### config.mk
export PLATFORM = sky130hd
export DESIGN_NAME = pipeline_hazard_ctrl
export DESIGN_NICKNAME = d
export VERILOG_FILES = /design/src/rtl/pipeline_hazard_ctrl_pkg.sv /design/src/rtl/pipeline_hazard_ctrl_fwd_select.sv /design/src/rtl/pipeline_hazard_ctrl.sv
export SDC_FILE = /design/constraint.sdc
export NUM_CORES = 1
export LEC_CHECK = 0
export BUFFER_PORTS_ARGS = -buffer_cell sky130_fd_sc_hd__buf_2
export CORE_MARGIN = 3
export CORE_UTILIZATION = 52
export CTS_CLUSTER_DIAMETER = 120
export CTS_CLUSTER_SIZE = 16
export DETAILED_ROUTE_END_ITERATION = 16
export PLACE_DENSITY = 0.81
export SLEW_MARGIN = 20
export SYNTH_ARGS = -nofsm -noshare
export SYNTH_HDL_FRONTEND = slang
export SYNTH_SLANG_ARGS = --single-unit
### constraint.sdc
create_clock -name clk -period 1.99 [get_ports clk]
set_input_delay 0.199 -clock clk [delete_from_list [all_inputs] [get_ports clk]]
set_output_delay 0.199 -clock clk [all_outputs]
set_load 0.005 [all_outputs]
### src/rtl/pipeline_hazard_ctrl_pkg.sv
// Shared CPU definitions: ALU op codes, forwarding selects, branch-wait FSM states
// and the shadow-pipeline entry used by the hazard controller.
package pipeline_hazard_ctrl_pkg;

  typedef enum logic [3:0] {
    ALU_ADD  = 4'd0,
    ALU_SUB  = 4'd1,
    ALU_AND  = 4'd2,
    ALU_OR   = 4'd3,
    ALU_XOR  = 4'd4,
    ALU_NOR  = 4'd5,
    ALU_SLT  = 4'd6,
    ALU_SLTU = 4'd7,
    ALU_SLL  = 4'd8,
    ALU_SRL  = 4'd9,
    ALU_SRA  = 4'd10,
    ALU_LUI  = 4'd11
  } alu_op_e;

  typedef enum logic [1:0] {
    FWD_RF  = 2'd0,
    FWD_EXE = 2'd1,
    FWD_MEM = 2'd2,
    FWD_WB  = 2'd3
  } fwd_sel_e;

  typedef enum logic {
    BR_ST_IDLE = 1'b0,
    BR_ST_WAIT = 1'b1
  } br_state_e;

  localparam int BR_WAIT_DEFAULT = 3;

  typedef struct packed {
    logic       valid;
    logic       wen;
    logic [4:0] dest;
    logic       is_load;
  } shadow_t;

  // Register 0 is hardwired, so a write to it never produces a value worth forwarding.
  function automatic logic shadow_hit(input shadow_t e, input logic [4:0] src);
    return e.valid && e.wen && (e.dest == src) && (e.dest != 5'd0);
  endfunction

endpackage

### src/rtl/pipeline_hazard_ctrl_fwd_select.sv
// Priority forwarding match for one decode source operand: EXE, then MEM, then WB.
module fwd_select
  import pipeline_hazard_ctrl_pkg::*;
(
  input  logic       use_src,
  input  logic [4:0] src,
  input  shadow_t    exe,
  input  shadow_t    mem,
  input  shadow_t    wb,
  output fwd_sel_e   sel
);

  always_comb begin
    sel = FWD_RF;
    if (use_src && (src != 5'd0)) begin
      // A load in EXE has no data yet; the load-use stall holds decode until it reaches MEM.
      if (shadow_hit(exe, src))      sel = exe.is_load ? FWD_RF : FWD_EXE;
      else if (shadow_hit(mem, src)) sel = FWD_MEM;
      else if (shadow_hit(wb, src))  sel = FWD_WB;
    end
  end

endmodule

### src/rtl/pipeline_hazard_ctrl.sv
// Hazard controller: shadow pipeline, load-use stall, operand forwarding selects
// and a fixed-length branch-wait sequence.
//
// state      | meaning
// BR_ST_IDLE | normal issue; a control transfer may be accepted
// BR_ST_WAIT | counting down BR_WAIT stall cycles after an accepted control transfer
module pipeline_hazard_ctrl
  import pipeline_hazard_ctrl_pkg::*;
#(
  parameter int BR_WAIT = BR_WAIT_DEFAULT
) (
  input  logic       clk,
  input  logic       reset,
  input  logic       de_valid,
  input  logic [4:0] de_rs,
  input  logic [4:0] de_rt,
  input  logic       de_use_rs,
  input  logic       de_use_rt,
  input  logic       de_wen,
  input  logic [4:0] de_dest,
  input  logic       de_is_load,
  input  logic       de_is_br,
  output logic       stall,
  output logic       exe_bubble,
  output logic [1:0] fwd_rs_sel,
  output logic [1:0] fwd_rt_sel,
  output logic       br_busy
);

  localparam int CNT_W = $clog2(BR_WAIT + 1);

  shadow_t          exe_q, exe_d;
  shadow_t          mem_q, mem_d;
  shadow_t          wb_q,  wb_d;
  br_state_e        state_q, state_d;
  logic [CNT_W-1:0] cnt_q, cnt_d;
  logic             load_use;
  fwd_sel_e         rs_sel, rt_sel;

  always_comb begin
    load_use = 1'b0;
    if (exe_q.is_load && shadow_hit(exe_q, exe_q.dest)) begin
      load_use = (de_use_rs && (de_rs == exe_q.dest)) ||
                 (de_use_rt && (de_rt == exe_q.dest));
    end
  end

  always_comb begin
    state_d = state_q;
    cnt_d   = cnt_q;
    br_busy = 1'b0;
    case (state_q)
      BR_ST_IDLE: begin
        // Load stall wins; the branch is re-presented and accepted next cycle.
        if (de_valid && de_is_br && !load_use) begin
          state_d = BR_ST_WAIT;
          cnt_d   = CNT_W'(BR_WAIT);
        end
      end
      BR_ST_WAIT: begin
        br_busy = 1'b1;
        if (cnt_q == CNT_W'(1)) begin
          state_d = BR_ST_IDLE;
          cnt_d   = '0;
        end else begin
          cnt_d = cnt_q - CNT_W'(1);
        end
      end
      default: begin
        state_d = BR_ST_IDLE;
        cnt_d   = '0;
      end
    endcase
  end

  assign stall      = load_use || (state_q == BR_ST_WAIT);
  assign exe_bubble = stall;

  always_comb begin
    mem_d = exe_q;
    wb_d  = mem_q;
    exe_d = '0;
    if (de_valid && !stall) begin
      exe_d.valid   = 1'b1;
      exe_d.wen     = de_wen;
      exe_d.dest    = de_dest;
      exe_d.is_load = de_is_load;
    end
  end

  always_ff @(posedge clk or posedge reset) begin
    if (reset) begin
      exe_q   <= '0;
      mem_q   <= '0;
      wb_q    <= '0;
      state_q <= BR_ST_IDLE;
      cnt_q   <= '0;
    end else begin
      exe_q   <= exe_d;
      mem_q   <= mem_d;
      wb_q    <= wb_d;
      state_q <= state_d;
      cnt_q   <= cnt_d;
    end
  end

  fwd_select u_fwd_rs (
    .use_src (de_use_rs),
    .src     (de_rs),
    .exe     (exe_q),
    .mem     (mem_q),
    .wb      (wb_q),
    .sel     (rs_sel)
  );

  fwd_select u_fwd_rt (
    .use_src (de_use_rt),
    .src     (de_rt),
    .exe     (exe_q),
    .mem     (mem_q),
    .wb      (wb_q),
    .sel     (rt_sel)
  );

  assign fwd_rs_sel = rs_sel;
  assign fwd_rt_sel = rt_sel;

endmodule

==> metrics <==
outcome finished with violations; failing checks setup timing; Seq cells post-synth 25; 1st-iter DRT viols 98; Synth cell types 30; yosys warns 0; Tmin final 2.23 ns; sequential area share after synthesis 47.9%; Slew headroom 66.3%; die height 56.1 um; FF-to-FF setup slack 0.14 ns; Die W 56.1 um; Worst-Margin Slew 0.505 ns; Final Max Slew Viols 0; EDFF count, synth 0; dpl cell area 0.00148 sq mm; M3 GR Usage 3.48%; GR Util met1 28.6%; first-pass GRT wire length 5400 um; Rows 17; Place WS 0.0822 ns; max_cap viols 0; Most used DFF post-synth dfrtp_1; via count 1211; WP data required 1.79 ns; CTS tree done; Die Area 0.00315 sq mm; cell taking the most area after synthesis dfrtp_1; GR Util All Layers 22.2%; Worst Hold Path EP exe_q[3]; H-tree depth 1; detailed-route DRC error count 0; endpoint class of the critical path output port; final hold violation count 0; Mapped Avg Cell Area 9.96 sq um; initial antenna violation count 0; ys async rst share 100%; core area 0.00230 sq mm; worst setup margin -0.244 ns; GRT busiest layer met2; peak supply drop 0.632 mV; DR pass1 iterations 4; Nets 199; vias in the first global route 1166; ANT nets after route 0; Cell Pwr Density 865 mW/mm^2; Worst-Skew Late Latency 0.31 ns; Fillers 150; top cell type's share of synthesized area 47.9%; Antenna Cells 0; Syn Inst Count 131; CTS sink count 25; crit path kind reg2out; most repeated cell in the gate-level netlist after synthesis dfrtp_1; R2R Path End cnt_q[0]; Mapped Area 0.00131 sq mm; CP arrival 2.04 ns; synth cell count leaders 25 x dfrtp_1, 14 x xnor2_1, 13 x nand2_1; reg2reg start exe_q[1]; GR Layer Usage met2 36.6%; vias per cell 6.00; CTS clk-pin slew, worst paths 0.14 ns; hold_sp de_dest[2]; GR Overflow Total 0; P_leak 0.000811 uW; RSZ-0062 raised after global routing yes; clock buffer count from CTS 3; CTS Buffer Depth 2; Area Growth Syn to Fin 32.3%; Port Buffers 29; largest net degree at the start of global routing 26; period utilization 112%; HPWL Detailed 2390 um; Routed WL 3740 um; WL per Instance 18.5 um; root buffer cell clkbuf_4; Hold Path Depth 3; I/O Pins 30; Syn Nets 155; CP Launch Type flip-flop; maximum clock rate 0.448 GHz; Initial Utilization 56.8%; cell area after layout 0.00173 sq mm; Max Clock Skew 0.00103 ns; gpl congestion 0.938; share of layout cells above drive strength 1 37.9%; HP Class in2reg; FF-to-FF path depth 8; critical path peak fanout 3; Synth area leaders dfrtp_1 48%, xnor2_1 9.4%, xor2_1 8.1%, nand2_1 3.7%, nand2b_1 2.9%; final setup fails 6
## sequential cells by signal, indices dropped and copies added, names as in the netlist
register  count
cnt_q         2
state_q       1
mem_q         7
exe_q         8
wb_q          7
## cell families after synthesis
group | synth area share [%]
AO/OA/AOI/OAI | 10.1
XOR/XNOR | 17.4
adder cells (fa/ha/maj) | 0.959
buffers and inverters | 3.45
flip-flops | 47.9
AND/OR/NAND/NOR | 20.1
## timing repair
action                                  in CTS  in global routing
endpoints found under the setup margin       6                  7
hold buffers                                 1                  0
endpoints found under the hold margin       25                  0
setup buffers                                8                  3
gates resized for setup                      7                 18
pin swaps                                    9                 10
## cell type report
cell class | instances | area (sq um) | share of cell area [%]
Sequential cell | 25 | 631 | 36.5
Clock inverter | 1 | 7.51 | 0.435
Tap cell | 28 | 35.0 | 2.03
Inverter | 6 | 22.5 | 1.30
Multi-Input combinational cell | 96 | 749 | 43.4
Clock buffer | 3 | 22.5 | 1.30
Timing Repair Buffer | 43 | 259 | 15.0
## how the worst max path moves through the flow
stage                         from            end  slack, ns  cells past startpoint
after detailed placement   wb_q[3]  fwd_rs_sel[0]       0.08                      6
final                      wb_q[4]  fwd_rt_sel[0]      -0.24                      6
after global placement     wb_q[3]  fwd_rs_sel[0]       0.18                      6
after global routing       wb_q[4]  fwd_rt_sel[0]      -0.37                      6
after floorplan           exe_q[2]          stall       0.29                      7
after CTS                  wb_q[4]  fwd_rs_sel[0]      -0.25                      6
## critical path, cell delays in order (launching register included)
cell	delay, ns
dfrtp_1	0.43
or4_1	0.52
o211ai_1	0.27
or4_1	0.19
nand2b_1	0.11
o22ai_1	0.08
buf_2	0.13
## through the flow
stage	util, %	instances	hold slack [ns]	power, uW	setup TNS [ns]
after detailed placement	64.3	186	0.257	1120	0
final	75.2	202	0.0684	1490	-0.872
after global routing	75.2	202	0.0660	1590	-1.51
after global placement	64.3	186	0.250	1080	0
after CTS	70.1	199	0.0672	1390	-0.793
after floorplan	-	131	0.226	986	0
## cells in the final DEF, fill, tap and decap left out, types with 2 or more instances in the layout
cell type,instances
nand2b_1,6
xor2_1,10
xor2_2,2
a221oi_4,2
and3_1,2
nand3_2,2
nand2_1,12
o21a_1,2
nor2b_1,2
nand3_1,4
buf_2,28
xnor2_2,2
nor2_1,10
inv_1,5
o2111a_1,2
a211oi_1,2
or4_1,3
nor4_1,3
dfrtp_2,4
a21oi_2,2
dfrtp_1,21
xnor2_1,12
buf_4,13
clkbuf_4,3
nand4_1,2
## routing by layer
metal / part of all wire (%) / wire [um]
met5: 0 / 0
met4: 2.6 / 97
met3: 9.6 / 358
met2: 49 / 1850
met1: 38 / 1440
## where the power goes
group / internal, uW / switching, uW / total (uW)
registers: 617 / 144 / 761
clock network: 76.6 / 150 / 226
logic: 260 / 247 / 507
total: 953 / 541 / 1490
Power figures use the tool's default switching activity.
